**src/rtl/clk_div_monitor_pkg.sv**
```systemverilog
// Shared definitions for the divided-clock period monitor.
// Holds the FSM state encoding and the default counter width so the wrapper,
// the divider and the monitor agree on one value.
package clk_div_monitor_pkg;

  localparam int unsigned CntWDefault      = 8;
  localparam int unsigned LockCountDefault = 4;

  // Encoding is visible on state_out, so the values are fixed.
  typedef enum logic [1:0] {
    StIdle      = 2'd0,
    StWaitFirst = 2'd1,
    StMeasure   = 2'd2,
    StLocked    = 2'd3
  } mon_state_e;

endpackage

```
**src/rtl/clk_div_edge_sync.sv**
```systemverilog
// Two-flop synchronizer plus rising-edge detector for an asynchronous tap.
// Ports:
//   clk    - system clock, rising edge
//   reset  - synchronous, active-high; clears all flops
//   sig_in - asynchronous input signal
//   rise   - high for one cycle after a synchronized 0->1 transition
// A transition sampled at edge k shows up on rise during the cycle after edge k+1.
module clk_div_edge_sync (
  input  logic clk,
  input  logic reset,
  input  logic sig_in,
  output logic rise
);

  logic sync1_q, sync1_d;
  logic sync2_q, sync2_d;
  logic prev_q,  prev_d;

  always_comb begin
    sync1_d = sig_in;
    sync2_d = sync1_q;
    prev_d  = sync2_q;
  end

  always_ff @(posedge clk) begin
    if (reset) begin
      sync1_q <= 1'b0;
      sync2_q <= 1'b0;
      prev_q  <= 1'b0;
    end else begin
      sync1_q <= sync1_d;
      sync2_q <= sync2_d;
      prev_q  <= prev_d;
    end
  end

  assign rise = sync2_q & ~prev_q;

endmodule

```
**src/rtl/clk_div_monitor.sv**
```systemverilog
// Measures the period of a divided-clock tap in clk cycles, compares it with
// expected_period and reports lock, mismatch and stall (timeout).
// Ports:
//   clk, reset       - system clock; synchronous active-high reset
//   enable           - run measurement; low forces IDLE
//   sig_in           - monitored divided clock (asynchronous)
//   expected_period  - expected period in clk cycles, sampled on each measured edge
//   clr_flags        - pulse; clears the sticky mismatch/timeout flags
//   period_out       - last measured period
//   period_valid     - one-cycle pulse when period_out updates
//   locked           - registered, high in LOCKED
//   mismatch/timeout - sticky status flags
//   state_out        - current FSM state encoding
module clk_div_monitor
  import clk_div_monitor_pkg::*;
#(
  parameter int unsigned CNT_W      = CntWDefault,
  parameter int unsigned LOCK_COUNT = LockCountDefault
) (
  input  logic             clk,
  input  logic             reset,
  input  logic             enable,
  input  logic             sig_in,
  input  logic [CNT_W-1:0] expected_period,
  input  logic             clr_flags,
  output logic [CNT_W-1:0] period_out,
  output logic             period_valid,
  output logic             locked,
  output logic             mismatch,
  output logic             timeout,
  output logic [1:0]       state_out
);

  localparam logic [CNT_W-1:0] CntOne    = {{(CNT_W-1){1'b0}}, 1'b1};
  localparam logic [CNT_W-1:0] CntMax    = '1;
  // Stepping from here into CntMax is the saturation event. A rise in that
  // same cycle is a period of exactly CntMax and wins over the timeout.
  localparam logic [CNT_W-1:0] CntSatPre = CntMax - CntOne;
  localparam logic [3:0]       LockCnt   = 4'(LOCK_COUNT);

  logic rise;

  clk_div_edge_sync u_edge_sync (
    .clk    (clk),
    .reset  (reset),
    .sig_in (sig_in),
    .rise   (rise)
  );

  mon_state_e       state_q, state_d;
  logic [CNT_W-1:0] cnt_q, cnt_d;
  logic [3:0]       match_q, match_d;
  logic [CNT_W-1:0] period_q, period_d;
  logic             valid_q, valid_d;
  logic             locked_q, locked_d;
  logic             mismatch_q, mismatch_d;
  logic             timeout_q, timeout_d;

  logic [CNT_W-1:0] meas;
  logic [3:0]       match_inc;

  always_comb begin
    state_d    = state_q;
    cnt_d      = cnt_q;
    match_d    = match_q;
    period_d   = period_q;
    valid_d    = 1'b0;
    // Clear first so that a set later in this block takes priority.
    mismatch_d = clr_flags ? 1'b0 : mismatch_q;
    timeout_d  = clr_flags ? 1'b0 : timeout_q;
    meas       = cnt_q + CntOne;
    match_inc  = match_q + 4'd1;

    if (!enable) begin
      state_d = StIdle;
      cnt_d   = '0;
      match_d = '0;
    end else begin
      unique case (state_q)
        StIdle: begin
          cnt_d   = '0;
          match_d = '0;
          state_d = StWaitFirst;
        end
        StWaitFirst: begin
          if (rise) begin
            cnt_d   = '0;
            state_d = StMeasure;
          end else if (cnt_q == CntSatPre) begin
            cnt_d     = CntMax;
            timeout_d = 1'b1;
          end else if (cnt_q != CntMax) begin
            cnt_d = cnt_q + CntOne;
          end
          // Parked at CntMax after a stall: hold without re-flagging, so
          // clr_flags can clear timeout while the tap is still dead.
        end
        StMeasure, StLocked: begin
          if (rise) begin
            cnt_d    = '0;
            period_d = meas;
            valid_d  = 1'b1;
            if (meas == expected_period) begin
              if (state_q == StMeasure) begin
                match_d = match_inc;
                if (match_inc == LockCnt) begin
                  state_d = StLocked;
                end
              end
            end else begin
              mismatch_d = 1'b1;
              match_d    = '0;
              state_d    = StMeasure;
            end
          end else if (cnt_q == CntSatPre) begin
            cnt_d     = CntMax;
            timeout_d = 1'b1;
            match_d   = '0;
            state_d   = StWaitFirst;
          end else if (cnt_q != CntMax) begin
            cnt_d = cnt_q + CntOne;
          end
        end
        default: state_d = StIdle;
      endcase
    end

    // Registered from next state so locked never glitches on a state decode.
    locked_d = (state_d == StLocked);
  end

  always_ff @(posedge clk) begin
    if (reset) begin
      state_q    <= StIdle;
      cnt_q      <= '0;
      match_q    <= '0;
      period_q   <= '0;
      valid_q    <= 1'b0;
      locked_q   <= 1'b0;
      mismatch_q <= 1'b0;
      timeout_q  <= 1'b0;
    end else begin
      state_q    <= state_d;
      cnt_q      <= cnt_d;
      match_q    <= match_d;
      period_q   <= period_d;
      valid_q    <= valid_d;
      locked_q   <= locked_d;
      mismatch_q <= mismatch_d;
      timeout_q  <= timeout_d;
    end
  end

  assign period_out   = period_q;
  assign period_valid = valid_q;
  assign locked       = locked_q;
  assign mismatch     = mismatch_q;
  assign timeout      = timeout_q;
  assign state_out    = state_q;

endmodule
```
**config.mk**
```make
export PLATFORM = sky130hd
export DESIGN_NAME = clk_div_monitor
export DESIGN_NICKNAME = d
export VERILOG_FILES = /design/src/rtl/clk_div_monitor_pkg.sv /design/src/rtl/clk_div_edge_sync.sv /design/src/rtl/clk_div_monitor.sv
export SDC_FILE = /design/constraint.sdc
export NUM_CORES = 1
export LEC_CHECK = 0
export BUFFER_PORTS_ARGS = -buffer_cell sky130_fd_sc_hd__buf_2
export CORE_MARGIN = 4
export CORE_UTILIZATION = 59
export DETAILED_ROUTE_END_ITERATION = 8
export PLACE_DENSITY = 0.83
export SYNTH_ARGS = -nofsm -noshare
export SYNTH_HDL_FRONTEND = slang
export SYNTH_SLANG_ARGS = --single-unit
```
**constraint.sdc**
```tcl
create_clock -name clk -period 4.5 [get_ports clk]
set_input_delay 0.9 -clock clk [delete_from_list [all_inputs] [get_ports clk]]
set_output_delay 0.9 -clock clk [all_outputs]
set_load 0.02 [all_outputs]
```
* Word-level counts from Yosys, hierarchy flattened
Index checks and enable logic that the tools add are counted.
** Storage, ports and cells
- Bits of input ports :: 13
- Output and inout bits :: 14
- Register bits after elaboration :: 29
- Word-level logic and storage cells :: 64
** Operators by class
- Multiplexer cells :: 28
- Add/subtract/negate cells :: 2
- Reductions and logical operators :: 8
- Equality and inequality tests :: 11
- Bitwise operators :: 4
** Operators by type and width (number)
- 2-to-1 mux 8 bit :: 3
- 2-to-1 mux 4 bit :: 4
- one-hot mux 8 bit (2 select lines) :: 1
- 2-to-1 mux 2 bit :: 7
- 2-to-1 mux 1 bit :: 11
- adder 8 x 1 -> 8 bit, second input constant :: 1
- == test 8 bit :: 1
- == test 8 bit, second input constant :: 1
- inequality test 8 bit, second input constant :: 1
- one-hot mux 4 bit (2 select lines) :: 1
- == test 2 bit, second input constant :: 3
- one-hot mux 2 bit (3 select lines) :: 1
- AND reduction 3 bit :: 2
- OR reduction 3 bit :: 2
- adder 4 x 1 -> 4 bit, second input constant :: 1
- == test 4 x 3 -> 1 bit, second input constant :: 1
- inequality test 4 x 1 -> 1 bit, second input constant :: 1
- inequality test 4 bit, second input constant :: 1
- OR reduction 2 bit :: 2
- inequality test 3 bit, second input constant :: 1
- NOT 1 bit :: 3
- == test 2 x 1 -> 1 bit, second input constant :: 1
- logical NOT 2 bit :: 1
- nonzero test 2 bit :: 1
- AND 1 bit :: 1

* Depth between registers and ports, before layout
- Depth after elaboration :: 9
- Mapped depth :: 9
- Mapped depth without buffers :: 8

* Modules after synthesis
A second synthesis with hierarchy kept.
** Second synthesis, totals
- Cells, all modules :: 188
- Area total of the unflattened synthesis :: 1615.3 µm²
** By module, submodules not included
- clk_div_monitor :: sequential area each 520.5 µm², cells an instance 181, area each 1527.7 µm², instances 1
- clk_div_edge_sync :: sequential area each 60.1 µm², cells an instance 7, area each 87.6 µm², instances 1

* Least setup slack after synthesis
No wires, ideal clock.
- Path type :: input-to-reg
- Start point :: input expected_period[2]
- End point :: register state_q[0] (netlist: state_out[0])
- Path buffers :: 0
- Setup slack :: 2.490 ns
- Library setup time :: 0.139 ns
- Arrival time :: 1.871 ns
- Data required time :: 4.361 ns
- Cell stages on the path :: 6
- Cells stage by stage :: or2_2 a21bo_2 o2111ai_1 nor2_2 a311oi_1 a311oi_1
** Between the ends
- Cells in the longest elaborated chain, start to end :: 5
** Ends and longest elaborated chain
- start, declared :: RTL line clk_div_monitor.sv:24 : input logic [CNT_W-1:0] expected_period,
- == test 8 bit :: RTL line clk_div_monitor.sv:103 : if (meas == expected_period) begin
- 2-to-1 mux 2 bit :: RTL line clk_div_monitor.sv:103
- 2-to-1 mux 2 bit :: RTL line clk_div_monitor.sv:99 : if (rise) begin
- one-hot mux 2 bit (3 select lines) :: RTL line clk_div_monitor.sv:79 : unique case (state_q)
- 2-to-1 mux 2 bit :: RTL line clk_div_monitor.sv:74 : if (!enable) begin
- end signal, assigned :: RTL line clk_div_monitor.sv:134 : state_q <= StIdle;
- end signal, assigned :: RTL line clk_div_monitor.sv:143 : state_q <= state_d;
- end, declared :: RTL line clk_div_monitor.sv:50 : mon_state_e state_q, state_d;
No other way between the ends.
A chain may end at the register's enable or synchronous reset.

* Worst setup path in the final report
- Start point :: register cnt_q[0]
- End point :: register match_q[1]
** Between the ends
- Cells in the longest elaborated chain, start to end :: 5
- Elaborated cells between the ends (all ways) :: 9
- Those cells by class :: 1 x add/sub; 4 x eq/ne; 3 x mux; 1 x reduce/logical
** Ends and longest elaborated chain
- start, declared :: RTL line clk_div_monitor.sv:51 : logic [CNT_W-1:0] cnt_q, cnt_d;
- start signal, assigned :: RTL line clk_div_monitor.sv:144 : cnt_q <= cnt_d;
- adder 8 x 1 -> 8 bit :: RTL line clk_div_monitor.sv:71 : meas = cnt_q + CntOne;
- == test 8 bit :: RTL line clk_div_monitor.sv:103
- 2-to-1 mux 4 bit :: RTL line clk_div_monitor.sv:103
- 2-to-1 mux 4 bit :: RTL line clk_div_monitor.sv:99
- one-hot mux 4 bit (2 select lines) :: RTL line clk_div_monitor.sv:79
- end signal, assigned :: RTL line clk_div_monitor.sv:145 : match_q <= match_d;
- end, declared :: RTL line clk_div_monitor.sv:52 : logic [3:0] match_q, match_d;
Several ways; a longest one is shown, not always the timed one.

==> metrics.txt <==
status completed; Clock Latency Late Sink 330 ps; IO Port Bufs 26; Power, Total between 500 and 600 µW; normalized max-slew margin ~65%; top cells by area, synth dfxtp_1, xnor2_1, nor2_1; GR Util All Layers 21.53%; Seq/Total Area, Yosys a little under two fifths; CP top delay family simple AND/OR/NAND/NOR gates; Leak ~0.00067 µW; layout cells sized above 1 between 10% and 20%; Post-synth top flop dfxtp_1; CP Class flip-flop to flip-flop; Antenna Nets Post-Route 0; Yosys warnings 0; die width ~59 µm; initial antenna violation count 0; die area about 3500 µm²; core area approximately 2500 µm²; first-pass GRT wire length 5609 µm; DRT Pass-1 Iters 5; H-tree depth 2; CP max FO 9; final setup violation count 0; CTS tree yes; hold buffer count at cts 0; Final Hold Viols 0; cells along the critical path ha_1 -> and3_1 -> xnor2_1 -> o2111ai_1 -> nor2_2 -> nand4_1 -> o22ai_1; pin count of the biggest net entering global routing 15; CP max stage cell dfxtp_1; Area after DPL around 1700 µm²; Syn Inst Count approximately 190; vias roughly 1400; routed wire length 3516 µm; Fillers a little over 200; I/O pins 27; syn nets around 210; grt ovf 0; post-synth top area share ~38%; most frequent cells after synthesis dfxtp_1, nor2_1, a21oi_1, nand2_1, xnor2_1; flops & latches, synth 29; DR WL/cell around 14 µm; Peak Freq about 0.43 GHz; met1 WL between 1000 and 1500 µm; final net count roughly 230; Max-Cap Viols 0; Post-Syn Area ~1500 µm²; final instance count without filler cells 243; GPL Wtd Cong about 0.84; async set-reset flop share out of synthesis 0%; clk sink count 29; DRC viols 0; post-route cell area 1755 µm²; Antenna Cells 0; Buf+Inv Stages, Crit Path 0; Clock transition at path regs 100 ps; Longest Clk Path Bufs 2; DR vias/cell 5.815; Cell variety after synth 40; fin crit period 2330 ps; chip height slightly below 60 µm; standard-cell rows 18; WP data arrival about 2600 ps; Tcrit/Tclk final about 52%; crit end category flip-flop; Area Overhead vs Synth 13.79%; Setup TNS 0 ps; Post-DP HPWL about 2600 µm; Slew Limit Fails 0; Initial Util roughly 62%; worst IR drop on VDD around 0.00037 V; Slowest Stage Delay on Critical Path approximately 500 ps; clk root buf clkbuf_4; cts repair resizes 0; syn_area_per_cell 8.163 µm²; required time worst endpoint 4770 ps; wire length on met3 around 240 µm; Post-synth EDFFs 0; startpoint class of the critical path flip-flop; cts bufs inserted 5; top routing layer in use met4; met2 wire len approximately 1800 µm; vias in the first global route about 1300; dpl cells ~240; Clock Skew 6.410 ps; Post-CTS Setup Bufs 0; worst hold-check path type flip-flop to flip-flop; fin util 70.86%; initial DRC count 73; count leader, synth dfxtp_1; PwrDens around 320 nW/µm²; RSZ-0062 raised after global routing no; Tightest Pin Transition approximately 520 ps; leading area contributor after synthesis dfxtp_1
final timing paths:
path / start / to / slack (ps) / cells past startpoint
max: cnt_q[0] / match_q[1] / 2170 / 7
max reg2reg: cnt_q[0] / match_q[1] / 2170 / 7
min: u_edge_sync.sync1_q / u_edge_sync.prev_d / 460 / 1
min reg2reg: u_edge_sync.sync1_q / u_edge_sync.prev_d / 460 / 1
state kept, by name, summed over array words and instances, names as in the netlist, 2 cells and up:
register and count:
match_q 4, period_out 8, state_out 2, cnt_q 8
final cells by class:
class / instances / area, µm² / area share (%)
Multi-Input combinational cell: 144 / 882.1 / 50.25
Timing Repair Buffer: 26 / 130.1 / 7.413
Clock inverter: 3 / 65.06 / 3.706
Clock buffer: 5 / 37.54 / 2.138
Sequential cell: 29 / 580.6 / 33.07
Tap cell: 30 / 37.54 / 2.138
Inverter: 6 / 22.52 / 1.283
metrics by stage:
stage | setup WS (ps) | hold WS (ps)
CTS | 2229 | 460.7
detailed placement | 2251 | 441.9
global route | 2073 | 472.4
floorplan | 2490 | 413.8
finish | 2170 | 456.4
global placement | 2335 | 420.3
where the power goes:
group          internal [µW]  switching, µW
registers                258           2.38
clock network            172           96.9
logic                   13.6           18.3
per-layer routing:
layer  track usage [%]  vias up
li1                  -      702
met1             23.46      645
met2             37.07       52
met3             7.843       14
met4             9.709        0
met5                 0        -
placed cells by master (no fill, tap or decap), types with 6 or more instances in the layout:
cell type,instances
buf_2,26
nand3_1,6
inv_1,6
a21oi_1,16
o21ai_0,10
nor2b_1,6
nor2_1,23
xnor2_1,14
dfxtp_1,29
nand2_1,15
cell families after synthesis:
group           share of synthesized area, %
compound gates                         18.25
xor+xnor                               9.652
fa+ha+maj                              3.244
buf+inv                                5.190
flops                                  37.63
mux                                    1.298
simple gates                           24.74
No activity file was read; power rests on OpenSTA's default activity.
